==> src/rtl/pc_sequencer_pkg.sv <==
// Shared types and constants for the program-counter sequencer.
package pc_sequencer_pkg;

  localparam int XLEN = 32;
  localparam logic [XLEN-1:0] PC_INC = 32'd4;

  typedef enum logic [1:0] {
    ST_BOOT   = 2'd0,
    ST_FETCH  = 2'd1,
    ST_WAIT   = 2'd2,
    ST_HALTED = 2'd3
  } pc_seq_state_t;

  // Instructions are word aligned; any set low bit makes a redirect illegal.
  function automatic logic is_misaligned(input logic [XLEN-1:0] addr);
    return (addr[1:0] != 2'b00);
  endfunction

endpackage

==> src/rtl/pc_sequencer_pc.sv <==
// ProgramCounter register: loads RESET_VECTOR on reset, otherwise takes pc_next.
module pc_sequencer_pc
  import pc_sequencer_pkg::*;
#(
  parameter logic [XLEN-1:0] RESET_VECTOR = 32'h0000_0000
) (
  input  logic            clk,
  input  logic            reset,
  input  logic [XLEN-1:0] pc_next,
  output logic [XLEN-1:0] pc_out
);

  logic [XLEN-1:0] pc_q;

  // PC storage with synchronous reset
  always_ff @(posedge clk) begin
    if (reset) begin
      pc_q <= RESET_VECTOR;
    end else begin
      pc_q <= pc_next;
    end
  end

  assign pc_out = pc_q;

endmodule

==> src/rtl/pc_sequencer.sv <==
// Fetch sequencer: boot/fetch/wait/halt control, next-PC selection, trap and mret.
module pc_sequencer
  import pc_sequencer_pkg::*;
#(
  parameter logic [XLEN-1:0] RESET_VECTOR = 32'h0000_0000,
  parameter logic [XLEN-1:0] TRAP_VECTOR  = 32'h0000_0100
) (
  input  logic            clk,
  input  logic            reset,
  output logic            imem_req,
  output logic [XLEN-1:0] imem_addr,
  input  logic            imem_ready,
  output logic            fetch_valid,
  input  logic            stall,
  input  logic            branch_taken,
  input  logic [XLEN-1:0] branch_target,
  input  logic            trap,
  input  logic            mret,
  input  logic            halt,
  output logic [XLEN-1:0] pc_out,
  output logic [XLEN-1:0] epc,
  output logic            halted
);

  pc_seq_state_t  state_q, state_d;
  logic [XLEN-1:0] pc_q, pc_d;
  logic [XLEN-1:0] epc_q, epc_d;
  logic            halted_q, halted_d;
  logic            req_s;
  logic            fire_s;

  pc_sequencer_pc #(
    .RESET_VECTOR(RESET_VECTOR)
  ) u_pc (
    .clk    (clk),
    .reset  (reset),
    .pc_next(pc_d),
    .pc_out (pc_q)
  );

  // Fetch request is suppressed combinationally while reset is held
  always_comb begin
    req_s  = ((state_q == ST_FETCH) || (state_q == ST_WAIT)) && !reset;
    fire_s = req_s && imem_ready;
  end

  // Next-state, next-PC and epc selection
  always_comb begin
    state_d = state_q;
    pc_d    = pc_q;
    epc_d   = epc_q;
    case (state_q)
      ST_BOOT: begin
        state_d = ST_FETCH;
      end
      ST_FETCH, ST_WAIT: begin
        if (imem_ready) begin
          state_d = ST_FETCH;
          if (trap || (branch_taken && !mret && is_misaligned(branch_target))) begin
            pc_d  = TRAP_VECTOR;
            epc_d = pc_q;
          end else if (mret) begin
            pc_d = epc_q;
          end else if (branch_taken) begin
            pc_d = branch_target;
          end else if (halt) begin
            pc_d    = pc_q + PC_INC;
            state_d = ST_HALTED;
          end else if (stall) begin
            pc_d = pc_q;
          end else begin
            pc_d = pc_q + PC_INC;
          end
        end else begin
          // A trap is taken even while the fetch is still outstanding
          state_d = ST_WAIT;
          if (trap) begin
            pc_d  = TRAP_VECTOR;
            epc_d = pc_q;
          end else begin
            pc_d = pc_q;
          end
        end
      end
      ST_HALTED: begin
        state_d = ST_HALTED;
      end
      default: begin
        state_d = ST_BOOT;
      end
    endcase
    halted_d = (state_d == ST_HALTED);
  end

  // FSM state, epc and halted flag with synchronous reset
  always_ff @(posedge clk) begin
    if (reset) begin
      state_q  <= ST_BOOT;
      epc_q    <= {XLEN{1'b0}};
      halted_q <= 1'b0;
    end else begin
      state_q  <= state_d;
      epc_q    <= epc_d;
      halted_q <= halted_d;
    end
  end

  assign imem_req    = req_s;
  assign fetch_valid = fire_s;
  assign imem_addr   = pc_q;
  assign pc_out      = pc_q;
  assign epc         = epc_q;
  assign halted      = halted_q;

endmodule
==> config.mk <==
export PLATFORM = sky130hd
export DESIGN_NAME = pc_sequencer
export DESIGN_NICKNAME = d
export VERILOG_FILES = /design/src/rtl/pc_sequencer_pkg.sv /design/src/rtl/pc_sequencer_pc.sv /design/src/rtl/pc_sequencer.sv
export SDC_FILE = /design/constraint.sdc
export NUM_CORES = 1
export LEC_CHECK = 0
export ABC_CLOCK_PERIOD_IN_PS = 4370
export BUFFER_PORTS_ARGS = -buffer_cell sky130_fd_sc_hd__buf_2
export CORE_MARGIN = 8
export CORE_UTILIZATION = 50
export CTS_BUF_LIST = sky130_fd_sc_hd__clkbuf_2
export CTS_CLUSTER_SIZE = 25
export DETAILED_ROUTE_END_ITERATION = 10
export PLACE_DENSITY = 0.89
export SYNTH_ARGS = -nofsm -noshare
export SYNTH_HDL_FRONTEND = slang
export SYNTH_HIERARCHICAL = 1
export SYNTH_SLANG_ARGS = --single-unit
==> constraint.sdc <==
create_clock -name clk -period 4.37 [get_ports clk]
set_clock_uncertainty 0.1 [all_clocks]
set_input_delay 0.437 -clock clk [delete_from_list [all_inputs] [get_ports clk]]
set_output_delay 0.437 -clock clk [all_outputs]
set_load 0.01 [all_outputs]
# --- Word-level counts from Yosys, hierarchy flattened ---
# Cells that the tools add are included.
classes:
  add_sub_neg: 1
  n_eq_ne: 6
  muxes: 16
  reduce_logical: 14
op_table:
  columns: ["operator", "n"]
  rows:
  - ["$mux W32", 10]
  - ["$add A32 B3 Y32 const B", 1]
  - ["$mux W2", 5]
  - ["$eq A2 B2 Y1 const B", 3]
  - ["$ne A6 B2 Y1 const B", 1]
  - ["$pmux W2 S3", 1]
  - ["$reduce_and A3 Y1", 2]
  - ["$logic_and A1 B1 Y1", 4]
  - ["$reduce_bool A2 Y1", 2]
  - ["$eq A2 B1 Y1 const B", 1]
  - ["$logic_not A1 Y1", 2]
  - ["$logic_not A2 Y1", 1]
  - ["$logic_or A1 B1 Y1", 2]
  - ["$ne A2 B1 Y1 const B", 1]
  - ["$reduce_or A2 Y1", 1]
word_totals:
  ff_bits: 67
  in_bits: 40
  out_inout_bits: 99

# --- Longest topological paths before layout ---
# Gate-level depths: netlist (run 1).
logic_depth:
  depth_word: 8
  depth_mapped: 11

# --- Modules after synthesis ---
# Netlist (run 1), hierarchy kept.
modules_own_cells:
  columns: ["module", "instances", "cells_per_inst", "area_each_um2", "seq_area_each_um2"]
  rows:
  - ["pc_sequencer", 1, 488, 3245.6, 700.7]
  - ["pc_sequencer_pc", 1, 67, 863.3, 640.6]

# --- Worst setup path after synthesis (run 1) ---
# OpenSTA, ideal clock, no wires.
synth_path:
  path_type: "flip-flop to flip-flop"
  start: "reg u_pc.pc_q[15], in the netlist u_pc/pc_out[15]"
  end: "reg u_pc.pc_q[23], in the netlist u_pc/pc_out[23]"
  t_arrival_ns: 2.116
  t_required_ns: 4.156
  setup_slack_ns: 2.040
  stages_incl_launch_ff: 9
  path_buffers: 2
  synth_period_minus_slack_ns: 2.330
  cell_sequence: "dfxtp_1 -> buf_2 -> nand4_1 -> or4_4 -> buf_6 -> nor3_1 -> o21ai_1 -> a211o_1 -> nor2b_1"
synth_between:
  elab_chain_cells: 7
synth_rtl:
  columns: ["element", "line", "text"]
  rows:
  - ["start: declaration", "pc_sequencer_pc.sv:13", "logic [XLEN-1:0] pc_q;"]
  - ["start signal: assignment", "pc_sequencer_pc.sv:20", "pc_q <= pc_next;"]
  - ["$add A32 B3 Y32 *", "pc_sequencer.sv:67, pc_sequencer.sv:72", null]
  - ["$mux W32", "pc_sequencer.sv:69", "end else if (stall) begin"]
  - ["$mux W32 *", "pc_sequencer.sv:66", "end else if (halt) begin"]
  - ["$mux W32 *", "pc_sequencer.sv:64", "end else if (branch_taken) begin"]
  - ["$mux W32 *", "pc_sequencer.sv:62", "end else if (mret) begin"]
  - ["$mux W32 *", "pc_sequencer.sv:59", "if (trap || (branch_taken && !mret && is_misaligned(branch_target))) begin"]
  - ["$mux W32 *", "pc_sequencer.sv:57", "if (imem_ready) begin"]
# Every way passes the cells marked *; elsewhere a longest branch is shown, timed or not. The select of a mux whose other input is x is not followed.
# A chain may end at the register's enable or synchronous reset.

# --- Final worst setup path (run 1) ---
layout_path:
  start: "reg state_q[0]"
  end: "reg u_pc.pc_q[4], in the netlist u_pc/pc_out[4]"
layout_between:
  elab_chain_cells: 3
  word_cells_on_any_way: 4
layout_rtl:
  columns: ["element", "line", "text"]
  rows:
  - ["start: declaration", "pc_sequencer.sv:25", "pc_seq_state_t state_q, state_d;"]
  - ["start signal: assignment", "pc_sequencer.sv:102", "state_q <= state_d;"]
  - ["$eq A2 B1 Y1 / $eq A2 B2 Y1 (equally long branches)", "pc_sequencer.sv:52", "case (state_q)"]
  - ["$reduce_or A2 Y1 *", "pc_sequencer.sv:52", null]
  - ["$reduce_and A3 Y1 (no source line) *", null, null]
# Every way passes the cells marked *; elsewhere a longest branch is shown, timed or not.

==> summary.txt, run 1 <==
status: finished with violations
failing checks: DRC
max_slew headroom: 17.1%
Die Ht: 107 um
final WL: 13600 um
clock transition at the registers of the reported paths: 180 ps
final hold violations: 0
num ports: 139
arrival time worst endpoint: 3510 ps
Inserted Clock Buffers: 9
Setup Crit Path Kind: flop to flop
TritonCTS clock tree: done
CTS Hold Bufs: 0
vias per cell: 6.07
initial antenna violation count: 0
diodes inserted: 0
area of the die: 0.0114 mm2
synthesized flop and latch total: 67
VDD IR max: 0.125 mV
Synth area leaders: dfxtp_1, nand2_1, a21oi_1
pre-CTS setup slack: 1230 ps
worst-margin pin slew: 1230 ps
Setup WS post-layout: 1210 ps
Req. time, crit path: 4730 ps
vias in the first global route: 4428
syn_nets: 598
first drt pass iteration count: 11
WL per Instance: 18.2 um
Syn Inst Count: 555
ratio of cells with drive above 1 in the final layout: 25.7%
Area Growth Syn to Fin: 13.1%
Final #Nets: 681
Rows: 33
hpwl dp: 9440 um
Final Wtd Congestion: 0.876
Remaining Overflow, GRT: 0
initial core utilization: 50.8%
port bufs: 138
Finish-stage setup viols: 0
DRT antenna net count: 0
DIE WIDTH: 107 um
Fin Setup TNS: 0 ps
ys flop type: dfxtp_1
Avg Inst Size Synth: 7.40 um2
Slew Limit Fails: 0
First DRT Iteration DRCs: 486
most common cell after layout, fill and taps aside: buf_2
Resized cells post-CTS: 0
EDFF count, synth: 0
CP startpoint kind: flop
H-tree depth: 3
Setup Fix Bufs, Post-CTS: 0
post-synth top area cell: dfxtp_1
# clock sinks: 67
crit path capture type: flop
Tightest Hold Check Type: primary input to flop
maxcap violations: 0
largest net degree at the start of global routing: 70
commonest cells after routing, fill and taps aside: buf_2, nand2_1, dfxtp_1, a21oi_1, nor2b_1
fmax: 317 MHz
Post-synth ARST share: 0%
total track usage: 22.6%
Bufs on Longest Clock Path: 2
sequential area share after synthesis: 32.6%
first-pass GRT wire length: 21100 um
top-area cell type share of the netlist area: 32.6%
Final Cycle Share: 72.3%
synthesized cell area: 0.00411 mm2
Vias: 4532
Root Buffer: clkbuf_2
Worst Path Max Fanout: 17
Syn. warnings: 6
core area: 0.00809 mm2
Lkg Pwr: 1.97 nW
Netlist cell types: 52
worst reg-to-reg setup slack: 1210 ps
# DRC: 1
Period minus WS final: 3160 ps
Fill cells: 799
worst skew pair latency: 520 ps
Power Density: 238 mW/mm2
RSZ-0062 raised after global routing: false
per-layer routing:
metal	vias to the layer above	part of all wire, %	global-route usage, %
met5	-	0	0
met3	39	11	6.06
met1	2134	39	26.3
met4	0	3.1	13.7
met2	268	48	36.5
li1	2091	-	-
path summary, 6_finish.rpt:
check        cells past startpoint                  start                         to
max reg2reg                      9  state_q[0]$_SDFF_PP0_  u_pc/pc_out[4]$_SDFF_PP0_
min                              3             imem_ready      state_q[0]$_SDFF_PP0_
min reg2reg                      2   epc[21]$_SDFFE_PP0P_       epc[21]$_SDFFE_PP0P_
max                              9  state_q[0]$_SDFF_PP0_  u_pc/pc_out[4]$_SDFF_PP0_
cells by family (layout without fill, tap and decap cells):
kind of cell / Yosys count / count (layout) / synth area share, %
AOI/OAI and AO/OA: 157 / 157 / 23.9
xor gates and xnor gates: 7 / 7 / 1.49
adders and majority gates: 3 / 3 / 0.914
buffers and inverters: 82 / 169 / 10.9
DFF: 67 / 67 / 32.6
muxes: 8 / 8 / 1.95
and+or+nand+nor: 231 / 231 / 28.2
where the power goes:
part	total, mW	leakage [nW]	switching, mW	internal (mW)
combinational	0.188	1.38	0.125	0.0627
sequential	0.631	0.541	0.0116	0.620
clock	0.287	0.0491	0.226	0.0617
through the flow:
stage	utilization, %	cells	hold WS (ps)	cell area, um2	total power, mW
after global routing	57.4	747	202	4650	1.15
after detailed placement	56.6	732	364	4580	0.826
final	57.4	747	196	4650	1.11
after CTS	57.4	747	182	4650	1.10
after global placement	56.6	732	352	4580	0.820
after floorplan	-	555	390	4110	0.760
cell usage after synthesis, types with 8 or more instances:
cell      number
nand2_1       87
dfxtp_1       67
a21oi_1       54
nor2b_1       36
buf_4         35
o21ai_0       35
nor2_1        31
clkbuf_1      29
nor3_1        16
nand3_1       13
inv_1          9
nand4_1        9
a21o_1         8
a22oi_1        8
mux2i_1        8
o31ai_1        8
critical path, stage by stage, from the launching register on:
cell and delay [ps]:
dfxtp_1 380, inv_1 50, ha_1 420, and3b_1 670
o21ai_0 570, buf_4 330, a211oi_1 220, o21ai_0 110
nand2_1 110, nor2b_1 140
flip-flops by register name (all words and copies together), names as in the netlist:
name         cells
epc             32
u_pc/pc_out     32
state_q          2
halted           1
area by class of cell:
class	count	area (um2)	area share [%]
Multi-Input combinational cell	406	2330	50.1
Sequential cell	67	1340	28.9
Timing Repair Buffer	145	743	16.0
Tap cell	105	131	2.83
Clock buffer	9	45.0	0.969
Inverter	9	33.8	0.727
Clock inverter	6	23.8	0.512
Power figures use the tool's default switching activity.
==> inputs of run 2 (changes only) <==
--- a/config.mk
+++ b/config.mk
@@ -5,10 +5,11 @@
 export SDC_FILE = /design/constraint.sdc
 export NUM_CORES = 1
 export LEC_CHECK = 0
-export ABC_CLOCK_PERIOD_IN_PS = 4370
+export ABC_AREA = 1
+export ABC_CLOCK_PERIOD_IN_PS = 2600
 export BUFFER_PORTS_ARGS = -buffer_cell sky130_fd_sc_hd__buf_2
 export CORE_MARGIN = 8
-export CORE_UTILIZATION = 50
+export CORE_UTILIZATION = 48
 export CTS_BUF_LIST = sky130_fd_sc_hd__clkbuf_2
 export CTS_CLUSTER_SIZE = 25
 export DETAILED_ROUTE_END_ITERATION = 10
==> constraint.sdc (replaced) <==
create_clock -name clk -period 2.6 [get_ports clk]
set_clock_uncertainty 0.1 [all_clocks]
set_input_delay 0.26 -clock clk [delete_from_list [all_inputs] [get_ports clk]]
set_output_delay 0.26 -clock clk [all_outputs]
set_load 0.01 [all_outputs]
==> run 2 against run 1 <==
The run now ends clean. First-iteration DRC count is 22% lower. Register-to-register slack worse by 710 ps. Global-route usage is 2.7 points lower. Sequential share of layout area is 1.8 points lower. Sequential cell count stayed put. Clock power is 100% higher. Cell area is 6.8% higher. Area after synthesis is 7.0% higher. Die area is 9.7% higher. Critical path depth is 3 higher. Worst hold slack worse by 150 ps. Non-clock buffer count stayed put. Critical path type unchanged. Largest cell class unchanged. Largest power group unchanged.
==> summary.txt, run 2 <==
status: finished clean
most numerous cell in the Yosys netlist: nand2_1
Rows: 35 (+6.1%)
Net Sw Frac: 32.7% (-0.037 points)
Post-synth top cells: nand2_1, inv_1, a21oi_1
area of the die: 0.0125 mm2 (+9.7%)
Area Growth Syn to Fin: 13.0%
ratio of cells with drive above 1 in the final layout: 24.7% (-0.99 points)
maxcap violations: 0 (unchanged)
Avg Inst Size Synth: 6.41 um2 (-13%)
first drt pass iteration count: 5 (-6)
max_slew headroom: 41.1% (+24 points)
TritonCTS clock tree: done
Period minus WS final: 2100 ps (-1060 ps)
crit path capture type: flop
Inserted Clock Buffers: 9 (unchanged)
Fin Setup TNS: 0 ps (unchanged)
Vias: 4566 (+0.75%)
Slew Limit Fails: 0 (unchanged)
top-area cell type share of the netlist area: 30.5% (-2.1 points)
Finish-stage setup viols: 0 (unchanged)
H-tree depth: 3 (unchanged)
Synth area leaders: dfxtp_1, nand2_1, a21oi_1
CTS Hold Bufs: 0 (unchanged)
diodes inserted: 0 (unchanged)
Remaining Overflow, GRT: 0 (unchanged)
DIE WIDTH: 112 um (+4.7%)
Die Ht: 112 um (+4.7%)
Worst Path Max Fanout: 7 (-10)
Req. time, crit path: 2890 ps (-1840 ps)
EDFF count, synth: 0 (unchanged)
initial core utilization: 48.5% (-2.3 points)
Syn Inst Count: 686 (+24%)
Int Pwr: 1.49 mW (+100%)
core area: 0.00906 mm2 (+12%)
Tightest Hold Check Type: primary input to flop
arrival time worst endpoint: 2390 ps (-1120 ps)
worst-margin pin slew: 883 ps (-344 ps)
hold_ws: 43.4 ps (-152 ps)
synthesized flop and latch total: 67 (unchanged)
WL per Instance: 14.1 um (-22%)
Netlist cell types: 38 (-27%)
post-synth top area cell: dfxtp_1
NetSw: 0.723 mW (+100%)
hpwl dp: 9150 um (-3.1%)
Placed Area: 0.00487 mm2 (+6.3%)
Root Buffer: clkbuf_2
Setup Crit Path Kind: flop to flop
# clock sinks: 67 (unchanged)
Setup Fix Bufs, Post-CTS: 0 (unchanged)
Power Density: 445 mW/mm2 (+87%)
sequential area share after synthesis: 30.5% (-2.1 points)
CP startpoint kind: flop
vias per cell: 5.10 (-16%)
power share of the sequential group: 51.7% (-5.4 points)
Final #Nets: 824 (+21%)
port bufs: 138 (unchanged)
worst reg-to-reg setup slack: 500 ps (-710 ps)
synthesized cell area: 0.00440 mm2 (+7.0%)
Bufs on Longest Clock Path: 2 (unchanged)
first-pass GRT wire length: 20900 um (-0.98%)
vias in the first global route: 4353 (-1.7%)
final hold violations: 0 (unchanged)
commonest cells after routing, fill and taps aside: nand2_1, buf_2, inv_1, a21oi_1, dfxtp_1
Clock power frac: 26.3% (+0.3 points)
clock transition at the registers of the reported paths: 170 ps (about the same)
largest net degree at the start of global routing: 58 (-17%)
worst skew pair latency: 510 ps (about the same)
most common cell after layout, fill and taps aside: nand2_1
combinational fraction of design power: 22.0% (+5.0 points)
syn_nets: 729 (+22%)
DRT antenna net count: 0 (unchanged)
final WL: 12600 um (-7.0%)
num ports: 139 (unchanged)
RSZ-0062 raised after global routing: false
Syn. warnings: 6 (unchanged)
Resized cells post-CTS: 0 (unchanged)
# DRC: 0 (-1)
initial antenna violation count: 0 (unchanged)
fin area: 0.00496 mm2 (+6.8%)
Lkg Pwr: 2.37 nW (+20%)
Post-synth ARST share: 0% (unchanged)
First DRT Iteration DRCs: 377 (-22%)
Final Wtd Congestion: 0.916 (+4.6%)
fmax: 476 MHz (+50%)
ys flop type: dfxtp_1
total track usage: 19.9% (-2.7 points)
VDD IR max: 0.224 mV (+79%)
Final Cycle Share: 80.9% (+8.6 points)
[run 2: worst max-delay path, cell delays in order, from the launching register on]
cell	delay [ps]
dfxtp_1	490
ha_1	250
nand2_1	110
inv_2	90
nand3_4	140
nor3_4	340
nand3_1	110
nand3_1	100
nand2_1	70
nand2_1	60
nand2_1	50
inv_1	40
nor2_1	40
[run 2: power by group through the flow]
stage               Sequential (mW)  Combinational, mW  Clock, mW
global placement               1.16              0.479          0
floorplan                      1.19              0.293          0
finish                         1.14              0.486      0.581
CTS                            1.14              0.486      0.596
global route                   1.15              0.541      0.648
detailed placement             1.16              0.484          0
[run 2: cell type report]
cell class / count / area (um2)
inverters: 104 / 390
fillers: 917 / 4100
multi-input cells: 454 / 2240
flip-flops and latches: 67 / 1340
clock inverters: 4 / 42.5
repair buffers: 145 / 756
well taps: 111 / 139
clock buffers: 11 / 55.1
[run 2: layer usage]
metal | global-route usage, % | share of wire, %
met5 | 0 | 0
met4 | 5.47 | 1.4
met3 | 6.06 | 9.4
met2 | 32.3 | 44
met1 | 25.0 | 45
[run 2: final timing paths]
kind / startpoint / to / cells after the start
max: u_pc/pc_out[3]$_SDFF_PP0_ / u_pc/pc_out[22]$_SDFF_PP0_ / 12
min: imem_ready / state_q[1]$_SDFF_PP0_ / 4
max reg2reg: u_pc/pc_out[3]$_SDFF_PP0_ / u_pc/pc_out[22]$_SDFF_PP0_ / 12
min reg2reg: epc[24]$_SDFFE_PP0P_ / epc[24]$_SDFFE_PP0P_ / 2
[run 2: logic make-up (layout without fill, tap and decap cells)]
family | after synthesis | count (layout) | share of synthesized area (%)
compound gates | 160 | 160 | 19.4
mux | 1 | 1 | 0.228
flops | 67 | 67 | 30.5
xor+xnor | 7 | 7 | 1.39
simple gates | 283 | 283 | 29.1
buf+inv | 165 | 264 | 18.5
fa+ha+maj | 3 | 3 | 0.854
[run 2: stage by stage]
| stage | utilization, % | power [mW] | setup WS [ps] | std cells |
|---|---|---|---|---|
| floorplan | - | 1.48 | 820 | 686 |
| global placement | 53.7 | 1.64 | 573 | 881 |
| detailed placement | 53.7 | 1.65 | 539 | 881 |
| CTS | 54.8 | 2.23 | 500 | 896 |
| global route | 54.8 | 2.34 | 259 | 896 |
| finish | 54.8 | 2.21 | 497 | 896 |
